===== src/rtl/mining_pkg.sv =====
// Shared types and widths for the mining job scheduler.
// Header layout: nonce field occupies word [31:0].
package mining_pkg;

  localparam int HEADER_W      = 640;
  localparam int NONCE_W       = 32;
  localparam int HDR_NONCE_LSB = 0;
  localparam int HOLD_W        = 8;

  typedef enum logic [2:0] {
    S_IDLE   = 3'd0,
    S_LOAD   = 3'd1,
    S_START  = 3'd2,
    S_WAIT   = 3'd3,
    S_STEP   = 3'd4,
    S_REPORT = 3'd5,
    S_TXWAIT = 3'd6
  } state_t;

endpackage


===== src/rtl/nonce_stepper.sv =====
// Holds the current nonce and the sticky exhausted flag.
// Steps by NONCE_STEP with no wrap past NONCE_END.
module nonce_stepper
  import mining_pkg::*;
#(
  parameter logic [NONCE_W-1:0] NONCE_START = '0,
  parameter logic [NONCE_W-1:0] NONCE_END   = '1,
  parameter logic [NONCE_W-1:0] NONCE_STEP  = 1
) (
  input  logic               clock,
  input  logic               reset,
  input  logic               load,
  input  logic               step,
  output logic [NONCE_W-1:0] nonce,
  output logic               exhausted,
  output logic               over
);

  logic [NONCE_W:0] sum;

  // Carry bit counts as overflow, so the range never wraps.
  assign sum  = {1'b0, nonce} + {1'b0, NONCE_STEP};
  assign over = sum > {1'b0, NONCE_END};

  always_ff @(posedge clock or negedge reset) begin
    if (!reset) begin
      nonce     <= '0;
      exhausted <= 1'b0;
    end else if (load) begin
      nonce     <= NONCE_START;
      exhausted <= 1'b0;
    end else if (step) begin
      if (over) exhausted <= 1'b1;
      else      nonce     <= sum[NONCE_W-1:0];
    end
  end

endmodule


===== src/rtl/mining_job_scheduler.sv =====
// Feeds one SHA-256d core from UART headers, sweeping the nonce range
// and handing hits to the UART transmitter.
module mining_job_scheduler
  import mining_pkg::*;
#(
  parameter logic [NONCE_W-1:0] NONCE_START     = 32'h0000_0000,
  parameter logic [NONCE_W-1:0] NONCE_END       = 32'hFFFF_FFFF,
  parameter logic [NONCE_W-1:0] NONCE_STEP      = 32'd1,
  parameter int unsigned        TX_HOLD         = 4,
  parameter bit                 CONTINUE_ON_HIT = 1'b1
) (
  input  logic                clock,
  input  logic                reset,
  input  logic [HEADER_W-1:0] hdr_data,
  input  logic                hdr_valid,
  output logic [HEADER_W-1:0] core_header,
  output logic [NONCE_W-1:0]  core_nonce,
  output logic                core_start,
  output logic                core_abort,
  input  logic                core_done,
  input  logic                core_hit,
  output logic [NONCE_W-1:0]  tx_nonce,
  output logic                tx_start,
  input  logic                tx_busy,
  output logic                exhausted,
  output logic [15:0]         found_count,
  output logic [2:0]          state_dbg
);

  localparam logic [HOLD_W-1:0] HOLD_LAST = HOLD_W'(TX_HOLD - 1);

  state_t state, state_n;

  logic [HEADER_W-1:NONCE_W] hdr_q;
  logic [HEADER_W-1:NONCE_W] shadow_q;
  logic                      pending;
  logic [HOLD_W-1:0]         hold_cnt;
  logic                      load_hdr;
  logic                      use_shadow;
  logic                      step;
  logic                      over;
  logic                      hit_take;
  logic                      in_report;
  logic                      unused_nonce_bits;

  // The incoming nonce word is always replaced by the swept nonce.
  assign unused_nonce_bits = ^hdr_data[NONCE_W-1:HDR_NONCE_LSB];

  assign core_header = {hdr_q, core_nonce};
  assign state_dbg   = state;
  assign in_report   = (state == S_REPORT) || (state == S_TXWAIT);
  assign load_hdr    = (state_n == S_LOAD) && (state != S_LOAD);
  assign use_shadow  = pending && !hdr_valid;
  assign hit_take    = (state == S_WAIT) && !hdr_valid &&
                       core_done && core_hit;

  nonce_stepper #(
    .NONCE_START (NONCE_START),
    .NONCE_END   (NONCE_END),
    .NONCE_STEP  (NONCE_STEP)
  ) u_stepper (
    .clock     (clock),
    .reset     (reset),
    .load      (load_hdr),
    .step      (step),
    .nonce     (core_nonce),
    .exhausted (exhausted),
    .over      (over)
  );

  always_comb begin
    state_n    = state;
    core_start = 1'b0;
    core_abort = 1'b0;
    tx_start   = 1'b0;
    step       = 1'b0;
    unique case (state)
      S_IDLE: begin
        if (hdr_valid) state_n = S_LOAD;
      end
      S_LOAD: begin
        state_n = S_START;
      end
      S_START: begin
        if (hdr_valid) begin
          core_abort = 1'b1;
          state_n    = S_LOAD;
        end else begin
          core_start = 1'b1;
          state_n    = S_WAIT;
        end
      end
      S_WAIT: begin
        if (hdr_valid) begin
          core_abort = 1'b1;
          state_n    = S_LOAD;
        end else if (core_done) begin
          state_n = core_hit ? S_REPORT : S_STEP;
        end
      end
      S_STEP: begin
        if (hdr_valid) begin
          core_abort = 1'b1;
          state_n    = S_LOAD;
        end else begin
          step    = 1'b1;
          state_n = over ? S_IDLE : S_START;
        end
      end
      S_REPORT: begin
        // Once the hold has begun it runs to completion.
        if (hold_cnt != '0 || !tx_busy) begin
          tx_start = 1'b1;
          if (hold_cnt == HOLD_LAST) state_n = S_TXWAIT;
        end
      end
      S_TXWAIT: begin
        if (!tx_busy) begin
          if (pending || hdr_valid) state_n = S_LOAD;
          else if (CONTINUE_ON_HIT) state_n = S_STEP;
          else                      state_n = S_IDLE;
        end
      end
      default: state_n = S_IDLE;
    endcase
  end

  always_ff @(posedge clock or negedge reset) begin
    if (!reset) begin
      state       <= S_IDLE;
      hdr_q       <= '0;
      shadow_q    <= '0;
      pending     <= 1'b0;
      hold_cnt    <= '0;
      tx_nonce    <= '0;
      found_count <= '0;
    end else begin
      state <= state_n;
      if (load_hdr) begin
        hdr_q   <= use_shadow ? shadow_q : hdr_data[HEADER_W-1:NONCE_W];
        pending <= 1'b0;
      end else if (hdr_valid && in_report) begin
        shadow_q <= hdr_data[HEADER_W-1:NONCE_W];
        pending  <= 1'b1;
      end
      if (tx_start) begin
        hold_cnt <= (hold_cnt == HOLD_LAST) ? '0 : hold_cnt + 1'b1;
      end
      if (hit_take) begin
        tx_nonce <= core_nonce;
        if (found_count != 16'hFFFF) found_count <= found_count + 16'd1;
      end
    end
  end

endmodule

===== config.mk =====
export PLATFORM = sky130hd
export DESIGN_NAME = mining_job_scheduler
export DESIGN_NICKNAME = d
export VERILOG_FILES = /design/src/rtl/mining_pkg.sv /design/src/rtl/nonce_stepper.sv /design/src/rtl/mining_job_scheduler.sv
export SDC_FILE = /design/constraint.sdc
export NUM_CORES = 2
export LEC_CHECK = 0
export BUFFER_PORTS_ARGS = -buffer_cell sky130_fd_sc_hd__buf_2
export CAP_MARGIN = 20
export CORE_AREA = 2 2 528 530
export CTS_CLUSTER_DIAMETER = 200
export DETAILED_ROUTE_END_ITERATION = 6
export DIE_AREA = 0 0 530 532
export SLEW_MARGIN = 20
export SYNTH_ARGS = -nofsm -noshare
export SYNTH_HDL_FRONTEND = slang
export SYNTH_HIERARCHICAL = 1
export SYNTH_SLANG_ARGS = --single-unit

===== constraint.sdc =====
create_clock -name clock -period 5.46 [get_ports clock]
set_clock_uncertainty 0.05 [all_clocks]
set_input_delay 0.546 -clock clock [delete_from_list [all_inputs] [get_ports clock]]
set_output_delay 0.546 -clock clock [all_outputs]
set_load 0.03 [all_outputs]

# --- Word-level counts from Yosys, hierarchy flattened ---
# Index checks and enable logic that the tools add are counted.
classes:
  n_addsub: 3
  magnitude_cmp: 1
  n_eq_ne: 11
  mux: 29
  bitwise_logic: 1
  reduce_logical: 21
ops:
  columns: ["operator", "n"]
  rows:
  - ["$mux W608", 1]
  - ["$mux W32", 3]
  - ["$add A32 B1 Y33 const B", 1]
  - ["$gt A33 B32 Y1 const B", 1]
  - ["$mux W3", 7]
  - ["$pmux W3 S7", 1]
  - ["$add A16 B1 Y16 const B", 1]
  - ["$ne A16 B16 Y1 const B", 1]
  - ["$mux W1", 13]
  - ["$eq A3 B3 Y1 const B", 3]
  - ["$add A8 B1 Y8 const B", 1]
  - ["$eq A8 B2 Y1 const B", 1]
  - ["$mux W8", 1]
  - ["$reduce_and A2 Y1", 4]
  - ["$reduce_bool A8 Y1", 1]
  - ["$eq A3 B1 Y1 const B", 2]
  - ["$eq A3 B2 Y1 const B", 2]
  - ["$logic_and A1 B1 Y1", 6]
  - ["$mux W2", 3]
  - ["$reduce_bool A2 Y1", 3]
  - ["$logic_not A3 Y1", 1]
  - ["$logic_or A1 B1 Y1", 3]
  - ["$ne A3 B1 Y1 const B", 1]
  - ["$reduce_or A3 Y1", 1]
  - ["other kinds (3)", 4]
word_totals:
  register_bits: 1309

# --- Logic depth before layout (Yosys ltp) ---
logic_depth:
  ltp_word: 9
  mapped_depth: 19
  mapped_depth_nobuf: 13

# --- Hierarchy ---
# Netlist, hierarchy kept.
by_module_without_submodules:
  columns: ["module", "instances", "cells_per_inst", "area_each_um2"]
  rows:
  - ["mining_job_scheduler", 1, 3496, 55366.9]
  - ["nonce_stepper", 1, 293, 2433.6]

# --- Least setup slack after synthesis ---
# Ideal clock, no wire load.
synth_timing:
  path_type: "register to register"
  from: "register u_stepper.nonce[0]"
  to: "register u_stepper.nonce[1]"
  setup_ns: 0.123
  arrival_time_ns: 4.915
  t_required_ns: 5.287
  path_slack_ns: 0.372
  stages_incl_launch_ff: 20
  path_buffers: 6
  period_less_slack_ns: 5.088
  cell_sequence: "dfrtp_1 > buf_2 > inv_1 > ha_1 > or4b_1 > or3_1 > a2111oi_0 > o2111a_1 > nand4_1 > o31ai_4 > buf_6 > buf_8 > o31a_1 > o221ai_1 > nor3_2 > clkbuf_1 > clkbuf_1 > clkbuf_1 > inv_1 > o221a_1"
synth_via:
  elab_chain_len: 9
synth_rtl:
  columns: ["element", "line_no", "source"]
  rows:
  - ["start: declaration", "nonce_stepper.sv:14", "output logic [NONCE_W-1:0] nonce,"]
  - ["start signal: assignment", "nonce_stepper.sv:34", "else nonce <= sum[NONCE_W-1:0];"]
  - ["$add A32 B1 Y33 (*)", "nonce_stepper.sv:22", "assign sum = {1'b0, nonce} + {1'b0, NONCE_STEP};"]
  - ["$gt A33 B32 Y1 (*)", "nonce_stepper.sv:23", "assign over = sum > {1'b0, NONCE_END};"]
  - ["net over", "mining_job_scheduler.sv:41", "logic over;"]
  - ["$mux W2 (*)", "mining_job_scheduler.sv:107", "state_n = over ? S_IDLE : S_START;"]
  - ["$mux W2 (*)", "mining_job_scheduler.sv:102", "if (hdr_valid) begin"]
  - ["$pmux W3 S7 (*)", "mining_job_scheduler.sv:77", "unique case (state)"]
  - ["$eq A3 B1 Y1 (*)", "mining_job_scheduler.sv:52", "assign load_hdr = (state_n == S_LOAD) && (state != S_LOAD);"]
  - ["$logic_and A1 B1 Y1 (*)", "mining_job_scheduler.sv:52", null]
  - ["net load_hdr", "mining_job_scheduler.sv:38", "logic load_hdr;"]
  - ["$ne A2 B2 Y1 (no source line) or $reduce_bool A2 Y1 (tied branches)", null, null]
  - ["$reduce_and A2 Y1 (no source line)", null, null]
# The timed path passes the listed nets; every way through them passes the cells marked *. The select of a mux whose other input is x is not followed.
# A chain may end at the register's enable or synchronous reset.

# --- Final worst setup path ---
layout_timing:
  from: "register u_stepper.nonce[1]"
  to: "register shadow_q[363] in the netlist's numbering"
layout_via:
  elab_chain_len: 9
layout_rtl:
  columns: ["element", "line_no", "source"]
  rows:
  - ["$add A32 B1 Y33", "nonce_stepper.sv:22", null]
  - ["$gt A33 B32 Y1", "nonce_stepper.sv:23", null]
  - ["net over", "mining_job_scheduler.sv:41", null]
  - ["$mux W2", "mining_job_scheduler.sv:107", null]
  - ["$mux W2", "mining_job_scheduler.sv:102", null]
  - ["$pmux W3 S7", "mining_job_scheduler.sv:77", null]
  - ["$eq A3 B1 Y1", "mining_job_scheduler.sv:52", null]
  - ["$logic_and A1 B1 Y1", "mining_job_scheduler.sv:52", null]
  - ["$not A1 Y1 (no source line)", null, null]
  - ["$reduce_and A2 Y1 (no source line)", null, null]
  - ["end signal: assignment", "mining_job_scheduler.sv:143", "shadow_q <= hdr_data[HEADER_W-1:NONCE_W];"]
  - ["end: declaration", "mining_job_scheduler.sv:35", "logic [HEADER_W-1:NONCE_W] shadow_q;"]
# The timed path passes the listed nets, and every way through them passes these cells.

==> impl_metrics.ini <==
[outcome]
status = completed

[grt]
overflow = 0
grt_use_total_pct = 14.0
antenna_found_initial = 137
grt_pass1_vias = 42900
grt_max_degree = 160
grt_pass1_wl_um = 297000

[drt]
avgRoutedWirePerCell_um = 21.3
viasPerCell = 4.15
drc_errors = 0
routed_wl_um = 206000
drtPass1Iterations = 5
ant_nets = 0
drtIter0Drc = 1736
vias = 40100

[sta]
worst_pin_slew_ps = 996
finalSetupViolations = 0
rsz0062_at_grt = false
report.final.slew_viol_count = 0
tns_ps = 0
post-route-period-util_pct = 95.7
hold_violations = 0
max_freq_mhz = 191
setup_ws_ps = 234
fin_crit_ps = 5230
relSlewSlack_pct = 33.6

[synthesis]
synth_top_area_share_pct = 56.7
synthTopCellsByArea = dfrtp_1, mux2_2, mux2_4
yosysWarnings = 6
ys_seq_area_share_pct = 56.7
syn-cell-area_mm2 = 0.0578
synth_flop_cell = dfrtp_1
ys_seq_elements = 1309
synthesis.nets = 4440
ys_types = 68
syn_area_per_cell_um2 = 15.3
synth_largest_area_cell = dfrtp_1
synth_cells = 3789
postSynth.asyncResetShare_pct = 100
synth_edf_count = 0

[place]
dp_cells = 8755
place_congestion = 0.875
place_hpwl_um = 157000
pre_cts_slack_ps = 368
port_buffers = 1340

[critical_path]
cp_num_buf_inv = 3
reg2reg_slack_ps = 230
path_cells = ha_1, or4b_1, or3_1, a2111oi_0, o2111a_1, nand4_1, o31ai_4, o31a_1, o221ai_1, o31ai_4, buf_12, buf_12, buf_4, mux2_2
crit_required_ps = 6070
worstPathArrival_ps = 5830
cp-end-kind = flop
cp_max_fo = 40
path_delay_family = compound AO/OA/AOI/OAI gates
path_class = flop to flop
max_stage_delay_ps = 590
crit_path_start_kind = flop
cp_slowest_cell = a2111oi_0

[cts]
cts_tree = done
cts.path.max_buffers = 4
cts-root-buf = clkbuf_16
cts.sinks = 1309
clk_latency_ps = 800
clk_pin_slew_ps = 60
ctsResizeCount = 0
htreeDepth = 4
cts_made_buffers = 157

[floorplan]
row_count = 193
core_mm2 = 0.276
ios = 1373
die-area_mm2 = 0.282
die_x_um = 530
fp.dieH_um = 532
initial_core_util_pct = 21.0

[run]
maxCapViolCount = 0

[power]
p_leak_nw = 37.4
power_density_mw_per_mm2 = 571
ir_drop_uv = 363

[cells_and_area]
nFillCells = 27800
drive_gt1_share_pct = 60.0
instances_no_fill = 9676
syn_to_final_growth_pct = 40.1
layout_common_cells = mux2_2, buf_2, dfrtp_1
final_common_cell = mux2_2
post-route-util_pct = 29.4
layout.nets = 6471

[min_path]
min_path_type = input pin to flop
[per-stage QoR]
stage          total power, W  instance area, µm²  hold WS, ps
4_1_cts                0.0468               80900         62.1
2_1_floorplan          0.0288               57800          200
3_3_place_gp           0.0351               69600          419
6_report               0.0462               81000          162
3_5_place_dp           0.0356               69600          427
5_1_grt                0.0485               80900          126
[final timing paths]
kind / to / start / cells past startpoint
max: shadow_q[363] / u_stepper/nonce[1] / 14
min: state_dbg[2] / core_done / 4
max reg2reg: shadow_q[363] / u_stepper/nonce[1] / 14
min reg2reg: shadow_q[485] / shadow_q[485] / 1
max in group asynchronous: hdr_q[604] / reset / 3
min in group asynchronous: shadow_q[92] / reset / 2
[routing by layer]
| layer | routed length [µm] | vias to the layer above | global-route usage [%] |
|---|---|---|---|
| li1 | - | 17800 | - |
| met1 | 83700 | 20400 | 16.7 |
| met2 | 94300 | 1480 | 22.8 |
| met3 | 19000 | 398 | 5.20 |
| met4 | 8680 | 70 | 5.44 |
| met5 | 460 | - | 0 |
[timing repair]
action,CTS,global route
buffers inserted,0,0
hold endpoints to repair,1040,0
hold buffers,611,0
[power breakdown]
part	switching (W)	leakage (nW)	internal, W
logic	0.0111	18.6	0.00836
registers	0.00220	16.3	0.0141
clock network	0.00432	2.52	0.00615
total	0.0176	37.4	0.0286
[final cells by class]
type	count	area (µm²)	area share (%)
diodes	41	103	0.127
clock buffers	228	4680	5.78
clock inverters	41	457	0.564
inverters	13	48.8	0.0603
multi-input cells	2203	23500	29.1
flip-flops and latches	1309	32800	40.5
well taps	3705	4640	5.73
repair buffers	2136	14700	18.2
[state kept, by name (all words and copies together), names as in the netlist]
signal	count
u_stepper/exhausted	1
pending	1
hold_cnt	8
found_count	16
tx_nonce	32
shadow_q	608
state_dbg	3
u_stepper/nonce	32
hdr_q	608
[worst min-delay path, cell delays in order]
cell     delay, ps
buf_2          110
and3_1         200
nand2_1         70
nand2_1         50
[synthesized netlist by cell type, types with 6 or more instances]
master,number
o21ai_2,7
mux2_4,101
a21oi_1,20
a21oi_2,7
and3_1,9
inv_1,12
a31oi_1,6
o21ai_0,22
buf_6,13
nand2_1,32
clkbuf_1,88
or3_1,21
nor2_1,34
xor2_1,11
nand4_1,27
buf_8,11
buf_4,32
mux2_1,100
dfrtp_1,1309
nor3_1,20
xnor2_1,21
buf_2,120
nand3_1,28
nor4_1,7
mux2_2,1658
[logic make-up after synthesis]
| family | after synthesis | synth area share [%] |
|---|---|---|
| multiplexers | 1862 | 36.9 |
| flip-flops | 1309 | 56.7 |
| buffers and inverters | 277 | 2.65 |
| AND/OR/NAND/NOR | 215 | 2.08 |
| AO/OA/AOI/OAI | 89 | 1.08 |
| XOR/XNOR | 32 | 0.485 |
| adder cells (fa/ha/maj) | 5 | 0.108 |
Note: power is estimated with default switching activity, not from simulation.
